## config.mk

```make
export PLATFORM = sky130hd
export DESIGN_NAME = riscv_run_ctrl_g7
export DESIGN_NICKNAME = d
export VERILOG_FILES = /design/src/rtl/riscv_run_ctrl_g7.sv
export SDC_FILE = /design/constraint.sdc
export NUM_CORES = 1
export LEC_CHECK = 0
export BUFFER_PORTS_ARGS = -buffer_cell sky130_fd_sc_hd__buf_4
export CORE_MARGIN = 5
export CORE_UTILIZATION = 46
export DETAILED_ROUTE_END_ITERATION = 10
export GPL_ROUTABILITY_DRIVEN = 0
export PLACE_DENSITY = 0.77
export SYNTH_ARGS = -nofsm -noshare
export SYNTH_HDL_FRONTEND = slang
export SYNTH_SLANG_ARGS = --single-unit
export TNS_END_PERCENT = 100
```

## constraint.sdc

```tcl
create_clock -name clk -period 3.5 [get_ports clk]
set_clock_uncertainty 0.15 [all_clocks]
set_input_delay 0.525 -clock clk [delete_from_list [all_inputs] [get_ports clk]]
set_output_delay 0.525 -clock clk [all_outputs]
set_load 0.005 [all_outputs]
```

## src/rtl/riscv_run_ctrl_g7.sv

```systemverilog
// riscv_run_ctrl_g7: holds core_rst for RST_CYCLES, counts RUN cycles/retires, latches tohost pass/fail or timeout verdict; restart re-runs from DONE
module riscv_run_ctrl_g7 #(
  parameter int RST_CYCLES = 2,
  parameter int MAX_CYCLES = 20,
  parameter int ADDR_W = 32,
  parameter int DATA_W = 32,
  parameter int CNT_W = 32,
  parameter logic [ADDR_W-1:0] TOHOST_ADDR = 'h0000_1000
) (
  input  logic              clk,
  input  logic              rst,
  input  logic              restart,
  input  logic              wr_valid,
  input  logic [ADDR_W-1:0] wr_addr,
  input  logic [DATA_W-1:0] wr_data,
  input  logic              retire_valid,
  output logic              core_rst,
  output logic              running,
  output logic              done,
  output logic              pass,
  output logic              fail,
  output logic              timeout,
  output logic [DATA_W-2:0] exit_code,
  output logic [CNT_W-1:0]  cycle_count,
  output logic [CNT_W-1:0]  instret_count
);
  localparam int HW = $clog2(RST_CYCLES + 1);
  localparam logic [HW-1:0] HOLD_LAST = HW'(RST_CYCLES - 1);
  localparam logic [CNT_W-1:0] RUN_LAST = CNT_W'(MAX_CYCLES - 1);
  typedef enum logic [1:0] {S_HOLD, S_RUN, S_DONE} state_t;
  state_t r_state, w_next;
  logic [HW-1:0] r_hold;
  logic [CNT_W-1:0] r_cycle, r_instret;
  logic [DATA_W-2:0] r_code;
  logic r_pass, r_fail, r_timeout;
  logic w_exit, w_timeout;
  assign w_exit = wr_valid && wr_addr == TOHOST_ADDR && wr_data[0];
  assign w_timeout = MAX_CYCLES != 0 && r_cycle == RUN_LAST;
  always_comb begin
    w_next = r_state;
    w_next = r_state == S_HOLD ? (r_hold == HOLD_LAST ? S_RUN : S_HOLD) :
             r_state == S_RUN  ? (w_exit || w_timeout ? S_DONE : S_RUN) :
             (restart ? S_HOLD : S_DONE);
  end
  always_ff @(posedge clk or posedge rst)
    if (rst) r_state <= S_HOLD;
    else r_state <= w_next;
  always_ff @(posedge clk or posedge rst)
    if (rst) begin
      r_hold <= '0;
      r_cycle <= '0;
      r_instret <= '0;
      r_code <= '0;
      r_pass <= 1'b0;
      r_fail <= 1'b0;
      r_timeout <= 1'b0;
    end else if (r_state == S_HOLD) begin
      r_hold <= r_hold + HW'(1);
    end else if (r_state == S_RUN) begin
      r_cycle <= r_cycle + CNT_W'(~&r_cycle);
      r_instret <= r_instret + CNT_W'(retire_valid && ~&r_instret);
      if (w_exit) begin
        r_pass <= wr_data == DATA_W'(1);
        r_fail <= wr_data != DATA_W'(1);
        r_code <= wr_data[DATA_W-1:1];
      end else begin
        r_timeout <= w_timeout;
      end
    end else if (restart) begin
      r_hold <= '0;
      r_cycle <= '0;
      r_instret <= '0;
      r_code <= '0;
      r_pass <= 1'b0;
      r_fail <= 1'b0;
      r_timeout <= 1'b0;
    end
  assign core_rst = r_state != S_RUN;
  assign running = r_state == S_RUN;
  assign done = r_state == S_DONE;
  assign pass = r_pass;
  assign fail = r_fail;
  assign timeout = r_timeout;
  assign exit_code = r_code;
  assign cycle_count = r_cycle;
  assign instret_count = r_instret;
endmodule

```

==> out/qor.yml, run 1 <==
synthesis:
  synth.most_common_cell: "nand2_1"
  yosysSeqAreaShare_pct: 48.1
  syn_area_mm2: 0.00530
  synth_enable_flop_cells: 0
  ys_seq_elements: 102
  synth_area_per_cell_um2: 9.84
  synth_top_flop_cell: "dfrtp_1"
  syn-num-nets: 613
  synth-warning-count: 0
  async_flop_share_pct: 100
  synth_common_cells: "nand2_1, dfrtp_1, mux2i_1"
  synth_cell_types: 38
  synth_top_cell_by_area: "dfrtp_1"
  synth_top_area_share_pct: 48.1
  syn_inst: 539
  synth.area.top_cells: "dfrtp_1, mux2i_1, nand2_1"
placed_design:
  dp_hpwl_mm: 10.8
  port_buffers: 169
  placed_cell_area_mm2: 0.00675
cells_and_area:
  area_delta_synth_final_pct: 32.7
  final_nets: 782
  layout-drive-gt1-share_pct: 28.4
  num_antenna_cells: 0
  utilization_pct: 61.9
  fin_area_mm2: 0.00704
critical_path:
  end_kind: "flop"
  crit_type: "reg2reg"
  cpMaxStageDelayCell: "dfrtp_1"
  critPathMaxFanout: 11
  cp.required_ns: 3.61
  cp_num_buf_inv: 2
  slowest_delay_ns: 0.46
  crit_chain: "nand3_1, nor4_4, buf_4, nand4_1, ha_1, ha_1, nand4_1, nor4_1, buf_4, nand4_1, mux2i_1"
  path_depth: 11
  crit_arrival_ns: 2.91
  cpLargestDelayFamily: "simple AND/OR/NAND/NOR gates"
  path_common_cell: "nand4_1"
  ff2ff_path_depth: 11
  startpoint_type: "flop"
clock_tree:
  numCtsBuffers: 9
  clk_pin_slew_ns: 0.07
  cts_resized: 0
  postCtsSetupRepairBufs: 0
  cts.htree.levels: 3
  insertion_delay_ns: 0.34
  cts_buffer_depth: 2
  clock_sinks: 102
  clockRootBuffer: "clkbuf_16"
  cts_tree: "built"
  hold_buffers: 0
timing:
  hold_viol: 0
  max_freq_mhz: 358
  rsz0062_at_grt: "false"
  drv_slew: 0
  fin_setup_tns_ns: 0
  period_share_pct: 79.9
  period_needed_ns: 2.80
  fin_hold_ws_ns: 0.189
  tightest_slew_ns: 0.807
  setup_viol: 0
  slew_headroom_pct: 46.2
job:
  drv_cap: 0
drt:
  wl_met1_mm: 5.89
  final_antenna_net_count: 0
  viasPerCell: 5.68
  drc: 0
  post_drt_wl_per_cell_um: 16.7
  drt_wl_total_mm: 14.2
  vias: 4848
  drt_iter0_drc: 334
  wl_met3_mm: 1.03
  firstDrtPassIters: 7
  wl_met2_mm: 7.04
  dr.max_layer_used: "met4"
power:
  leakage_nw: 3.59
  power_density_mw_per_mm2: 444
  ir_drop_v: 0.000308
floorplanning:
  die_h_um: 117
  rows: 39
  ios: 170
  fp.dieW_um: 117
  die_area_mm2: 0.0138
  coreArea_mm2: 0.0114
  initial_core_util_pct: 46.6
global_routing:
  grt_pass1_vias: 4839
  grt_max_degree: 65
  grt_usage_pct: 20.3
  overflow: 0
  grt_pass1_wl_mm: 23.8
  antenna_found_initial: 0
run_status:
  status: "finished, final reports clean"
worst_hold_path:
  hold_class: "in2async"
-- metal layers --
layer | vias to the layer above | global-route usage, %
li1 | 2271 | -
met2 | 184 | 33.5
met5 | - | 0
met1 | 2370 | 26.0
met3 | 23 | 5.05
met4 | 0 | 7.25
-- logic make-up after synthesis --
| family | Yosys count | share of synthesized area (%) |
|---|---|---|
| fa+ha+maj | 5 | 1.18 |
| buf+inv | 60 | 4.81 |
| mux | 85 | 16.1 |
| simple gates | 254 | 25.6 |
| flops | 102 | 48.1 |
| xor+xnor | 1 | 0.165 |
| compound gates | 32 | 4.01 |
-- state kept, by name (all words and copies together) (netlist names) --
signal,cells
instret_count,32
r_state,2
exit_code,31
cycle_count,32
fail,1
r_hold,2
pass,1
timeout,1
-- final timing paths --
path / end / from / slack (ns)
setup reg to reg: cycle_count[26]$_DFFE_PP0P_ / cycle_count[5]$_DFFE_PP0P_ / 0.70
min in group clk: instret_count[3]$_DFFE_PP0P_ / restart / 0.25
hold reg to reg: r_hold[1]$_DFFE_PP0P_ / r_hold[1]$_DFFE_PP0P_ / 0.35
max in group asynchronous: timeout$_DFFE_PP0P_ / rst / 2.32
hold / removal: exit_code[18]$_DFFE_PP0P_ / rst / 0.19
setup / recovery: cycle_count[26]$_DFFE_PP0P_ / cycle_count[5]$_DFFE_PP0P_ / 0.70
-- placed cells by master (no fill, tap or decap), types with 2 or more instances in the layout --
cell / Yosys / layout
buf_4: 0 / 177
nand2_1: 105 / 104
dfrtp_1: 102 / 102
mux2i_1: 82 / 82
inv_1: 39 / 38
nand4_1: 32 / 32
nand3_1: 30 / 30
nor4_1: 28 / 28
nor2_1: 18 / 18
o21ai_0: 9 / 9
nor4b_1: 9 / 9
clkbuf_16: 0 / 9
and3_1: 7 / 7
a31oi_1: 5 / 5
and4_1: 5 / 5
nor3_1: 5 / 5
o31ai_1: 5 / 5
ha_1: 5 / 5
and2_1: 4 / 4
nor4_4: 3 / 3
nand3_2: 3 / 3
a21oi_1: 3 / 3
a22o_1: 3 / 3
o41ai_1: 2 / 2
mux2_2: 2 / 2
o211ai_1: 2 / 2
clkbuf_1: 11 / 2
clkbuf_8: 0 / 2
buf_12: 0 / 2
-- power breakdown --
group	leakage (nW)	total (mW)	switching (mW)	internal (mW)
logic	2.13	0.643	0.316	0.327
clock network	0.142	1.01	0.421	0.587
registers	1.32	1.47	0.190	1.28
total	3.59	3.13	0.927	2.20
-- per-stage QoR --
stage	setup slack, ns	cells	total power [mW]
floorplan	0.150	539	1.79
global placement	0.820	840	2.11
detailed placement	0.732	840	2.14
CTS	0.712	854	3.15
global route	0.419	854	3.29
finish	0.703	854	3.13
-- cell type report --
type                            instances  area, um2
Tap cell                              143        179
Timing Repair Buffer                  179       1370
Clock inverter                          1       30.0
Clock buffer                           13        260
Fill cell                             940       4330
Sequential cell                       102       2550
Inverter                               39        149
Multi-Input combinational cell        377       2500
Power figures use the tool's default switching activity.
==> run 2: changes to the inputs <==
clock period = 2.4 ns   (was 3.5 ns; I/O delays follow)
==> run 2 against run 1 <==
  * The run now ends with setup timing left
  * Global-route usage grew 2.7 points
  * Routed wire length grew 14%
  * Maximum frequency grew 11%
  * Largest power group unchanged
  * Register-to-register slack lost 0.82 ns
  * Non-clock buffer count grew 86
  * Die area is the same
  * Power grew 61%
==> out/qor.yml, run 2 (synthesis gave the netlist of run 1 again) <==
power:
  leakage_nw: 4.06
  ir_drop_v: 0.000392
  power_density_mw_per_mm2: 636
  finalPower_mw: 5.02
timing:
  rsz0062_at_grt: "true"
  setup_viol: 15
  fin_ws_ns: -0.120
  drv_slew: 0
  slew_headroom_pct: 54.2
  max_freq_mhz: 397
  hold_viol: 0
  period_share_pct: 105
  period_needed_ns: 2.52
  tightest_slew_ns: 0.686
global_routing:
  overflow: 0
  use_met2_pct: 39.6
  grt_pass1_vias: 5603
  grt_usage_pct: 23.0
  met3_usage_pct: 5.49
  grt_pass1_wl_mm: 26.8
  grt.busiest_layer: "met2"
  antenna_found_initial: 0
  gr-usage-met1_pct: 27.6
  grt_max_degree: 45
critical_path:
  end_kind: "flop"
  crit_arrival_ns: 2.59
  slowest_delay_ns: 0.50
  cp.required_ns: 2.48
  r2r_end: "instret_count[20]$_DFFE_PP0P_"
  ff2ff_path_depth: 9
  cpMaxStageDelayCell: "or4b_4"
  crit_chain: "nand4_1, nor4_4, nor4b_2, a31oi_1, ha_2, nand4b_4, nor4_4, or4b_4, mux2i_1"
  critPathMaxFanout: 2
  r2r_setup_slack_ns: -0.12
  cpLargestDelayFamily: "simple AND/OR/NAND/NOR gates"
  path_common_cell: "nor4_4"
  startpoint_type: "flop"
  cp_num_buf_inv: 0
  crit_type: "reg2reg"
  r2r-start: "instret_count[16]$_DFFE_PP0P_"
drt:
  final_antenna_net_count: 0
  post_drt_wl_per_cell_um: 17.3
  drc: 0
  viasPerCell: 5.58
  drt_iter0_drc: 368
  drt_wl_total_mm: 16.3
  vias: 5253
  firstDrtPassIters: 4
floorplanning:
  coreArea_mm2: 0.0114
  ios: 170
  fp.dieW_um: 117
  die_h_um: 117
  initial_core_util_pct: 46.6
  rows: 39
  die_area_mm2: 0.0138
worst_hold_path:
  min_path_cells: 2
  min_from: "restart"
  hold_class: "in2reg"
  whs_endpoint: "instret_count[3]$_DFFE_PP0P_"
placed_design:
  port_buffers: 169
  placed_cell_area_mm2: 0.00732
  dp_hpwl_mm: 11.9
clock_tree:
  numCtsBuffers: 9
  clk_pin_slew_ns: 0.07
  cts_buffer_depth: 2
  insertion_delay_ns: 0.34
  clockRootBuffer: "clkbuf_16"
  clock_sinks: 102
  cts.htree.levels: 3
  cts_tree: "built"
cells_and_area:
  layout-drive-gt1-share_pct: 39.6
  fin_area_mm2: 0.00790
  area_delta_synth_final_pct: 49.0
  layout.cells.most_common: "buf_4"
  utilization_pct: 69.5
  final_cell_mix: "buf_4, nand2_1, dfrtp_1"
  final_nets: 868
  num_antenna_cells: 0
job:
  drv_cap: 0
run_status:
  status: "finished with violations"
  violations: "setup timing"
-- run 2: timing repair --
item,CTS,global route
resized for setup,4,21
hold endpoints to repair,25,0
hold buffers,1,0
buffers inserted,13,5
endpoints found under the setup margin,21,41
pin swaps,3,5
gates cloned,0,0
-- run 2: how the worst max path moves through the flow --
stage / cells after the start / from / slack [ns] / end
floorplan: 9 / instret_count[1]$_DFFE_PP0P_ / -0.15 / instret_count[20]$_DFFE_PP0P_
global placement: 9 / instret_count[16]$_DFFE_PP0P_ / 0.05 / instret_count[20]$_DFFE_PP0P_
detailed placement: 10 / instret_count[19]$_DFFE_PP0P_ / -0.08 / instret_count[23]$_DFFE_PP0P_
CTS: 9 / instret_count[18]$_DFFE_PP0P_ / -0.002 / instret_count[20]$_DFFE_PP0P_
global route: 9 / instret_count[18]$_DFFE_PP0P_ / -0.24 / instret_count[20]$_DFFE_PP0P_
finish: 9 / instret_count[16]$_DFFE_PP0P_ / -0.12 / instret_count[20]$_DFFE_PP0P_
-- run 2: layout make-up --
cell class	instances	area (um2)
Inverter	39	150
Timing Repair Buffer	265	2040
Clock buffer	11	243
Multi-Input combinational cell	377	2660
Fill cell	870	3470
Clock inverter	4	72.6
Tap cell	143	179
Sequential cell	102	2550
-- run 2: worst reg2reg max path, cell delays in order, from the launching register on --
cell and delay (ns):
dfrtp_1 0.38, nand4_1 0.21, nor4_4 0.06, nor4b_2 0.16
a31oi_1 0.25, ha_2 0.27, nand4b_4 0.13, nor4_4 0.18
or4b_4 0.50, mux2i_1 0.13
-- run 2: power breakdown --
part           internal (mW)  switching (mW)
combinational          0.729           0.746
clock                  0.936           0.629
sequential              1.87           0.109
-- run 2: routing by layer --
| layer | vias to the layer above | wire length, um |
|---|---|---|
| li1 | 2447 | - |
| met1 | 2608 | 6570 |
| met2 | 165 | 8380 |
| met3 | 33 | 970 |
| met4 | 0 | 356 |
| met5 | - | 0 |
-- run 2: through the flow --
step	worst slack, ns	instances	hold slack, ns	TNS (ns)
after global routing	-0.245	941	0.0741	-4.07
after floorplan	-0.152	539	0.300	-0.208
after detailed placement	-0.0810	909	0.320	-0.754
final	-0.120	941	0.0788	-0.460
after CTS	-0.00150	938	0.0617	-0.00150
after global placement	0.0464	909	0.311	0
==> run 3: changes to the inputs <==
HOLD_SLACK_MARGIN = 0.12   (was unset)
==> run 3 against run 2 <==
  * The run still ends with setup timing left
  * Clock power is essentially flat
  * Worst hold slack gained 0.052 ns
  * Utilization grew 1.9 points
  * Register-to-register slack is essentially flat
  * Largest cell class unchanged
  * Largest power group unchanged
  * Highest routed layer unchanged
==> out/qor.yml, run 3 (synthesis gave the netlist of run 1 again) <==
cells_and_area:
  multiInputGateArea_mm2: 0.00266
  final_nets: 890
  fillerInstances: 821
  num_antenna_cells: 0
  area_delta_synth_final_pct: 53.2
  layout-drive-gt1-share_pct: 38.5
  layout.cells.non_filler: 963
  utilization_pct: 71.4
  layout.cells.most_common: "buf_4"
  final_cell_mix: "buf_4, nand2_1, dfrtp_1"
  seq_area_mm2: 0.00255
critical_path:
  crit_arrival_ns: 2.58
  end_kind: "flop"
  crit_chain: "nand4_1, nor4_4, nor4b_2, a31oi_1, ha_2, nand4b_4, nor4_4, or4b_4, mux2i_1"
  critPathMaxFanout: 2
  slowest_delay_ns: 0.49
  cp.required_ns: 2.48
  r2r_end: "instret_count[20]$_DFFE_PP0P_"
  r2r_setup_slack_ns: -0.11
  cpMaxStageDelayCell: "or4b_4"
  startpoint_type: "flop"
  r2r-start: "instret_count[16]$_DFFE_PP0P_"
  crit_type: "reg2reg"
  path_common_cell: "nor4_4"
  ff2ff_path_depth: 9
placed_design:
  placedCellCount: 909
  dp_hpwl_mm: 11.9
  place_ws_ns: -0.0810
  port_buffers: 169
clock_tree:
  cts_buffer_depth: 2
  cts.htree.levels: 3
  clockRootBuffer: "clkbuf_16"
  insertion_delay_ns: 0.34
  clock_sinks: 102
  clk_pin_slew_ns: 0.07
  cts_tree: "built"
  numCtsBuffers: 9
timing:
  period_share_pct: 104
  slew_headroom_pct: 54.1
  setup_viol: 11
  tightest_slew_ns: 0.687
  period_needed_ns: 2.51
  fin_ws_ns: -0.106
  max_freq_mhz: 399
  hold_viol: 0
  rsz0062_at_grt: "true"
  fin_hold_ws_ns: 0.131
  drv_slew: 0
drt:
  drt_iter0_drc: 354
  viasPerCell: 5.56
  drc: 0
  firstDrtPassIters: 4
  final_antenna_net_count: 0
  post_drt_wl_per_cell_um: 17.4
  vias: 5356
  drt_wl_total_mm: 16.8
power:
  pwr-share-clk_pct: 31.0
  internal_power_mw: 3.56
  finalPower_mw: 5.06
  power_density_mw_per_mm2: 623
  comb_power_share_pct: 29.8
  leakage_nw: 4.15
  ir_drop_v: 0.000390
  p_seq_share_pct: 39.2
  sw_frac_of_total_pct: 29.6
  power_switching_mw: 1.50
global_routing:
  overflow: 0
  grt_usage_pct: 23.7
  grt_pass1_vias: 5767
  antenna_found_initial: 0
  grt_max_degree: 45
  grt_pass1_wl_mm: 27.6
floorplanning:
  initial_core_util_pct: 46.6
  ios: 170
  die_area_mm2: 0.0138
  rows: 39
  die_h_um: 117
  coreArea_mm2: 0.0114
  fp.dieW_um: 117
worst_hold_path:
  whs_endpoint: "exit_code[21]$_DFFE_PP0P_"
  min_path_cells: 3
  min_from: "wr_data[22]"
  hold_class: "in2reg"
run_status:
  status: "finished with violations"
  violations: "setup timing"
job:
  drv_cap: 0
[run 3: cell count changes in the layout (fill, tap and decap cells not counted), sizes merged]
cell,previous run,this run
dlygate4sd3,1,23
[run 3: layout make-up]
class	count	share of cell area (%)
repair buffers	287	27.9
clock inverters	4	0.894
well taps	143	2.20
clock buffers	11	2.99
flip-flops and latches	102	31.4
inverters	39	1.85
multi-input cells	377	32.8
[run 3: worst max path at each step]
stage                                  start                            end  slack (ns)  cells after the start
4_1_cts        instret_count[18]$_DFFE_PP0P_  instret_count[20]$_DFFE_PP0P_      -0.002                      9
5_1_grt        instret_count[18]$_DFFE_PP0P_  instret_count[20]$_DFFE_PP0P_       -0.25                      9
3_5_place_dp   instret_count[19]$_DFFE_PP0P_  instret_count[23]$_DFFE_PP0P_       -0.08                     10
3_3_place_gp   instret_count[16]$_DFFE_PP0P_  instret_count[20]$_DFFE_PP0P_        0.05                      9
6_report       instret_count[16]$_DFFE_PP0P_  instret_count[20]$_DFFE_PP0P_       -0.11                      9
2_1_floorplan   instret_count[1]$_DFFE_PP0P_  instret_count[20]$_DFFE_PP0P_       -0.15                      9
[run 3: what timing repair did]
item | 4_1_cts | 5_1_grt
endpoints found under the hold margin | 47 | 0
setup endpoints to repair | 21 | 41
hold buffers | 23 | 0
gates resized for setup | 4 | 21
pin swaps | 3 | 5
setup buffers | 13 | 5
[run 3: power by group through the flow]
stage | registers (mW) | clock network, mW | logic [mW]
after floorplan | 2.11 | 0 | 0.541
after global placement | 2.00 | 0 | 1.33
after detailed placement | 2.01 | 0 | 1.38
after CTS | 1.98 | 1.60 | 1.44
after global routing | 2.00 | 1.67 | 1.63
final | 1.98 | 1.57 | 1.51
[run 3: critical path: cells and delay by family, from the launching register on]
kind	cells	cell delay, ns
simple gates	6	1.20
flops	1	0.38
fa+ha+maj	1	0.27
compound gates	1	0.26
mux	1	0.13
[run 3: through the flow]
step | TNS [ns] | cell area (um2)
after global placement | 0 | 7320
after floorplan | -0.208 | 5350
final | -0.260 | 8120
after global routing | -4.18 | 8120
after detailed placement | -0.754 | 7320
after CTS | -0.00150 | 7990
[run 3: routing by layer]
layer | global-route usage [%] | share of wire (%)
met1 | 28.1 | 40
met2 | 41.3 | 52
met3 | 5.39 | 5.5
met4 | 9.64 | 2.0
met5 | 0 | 0
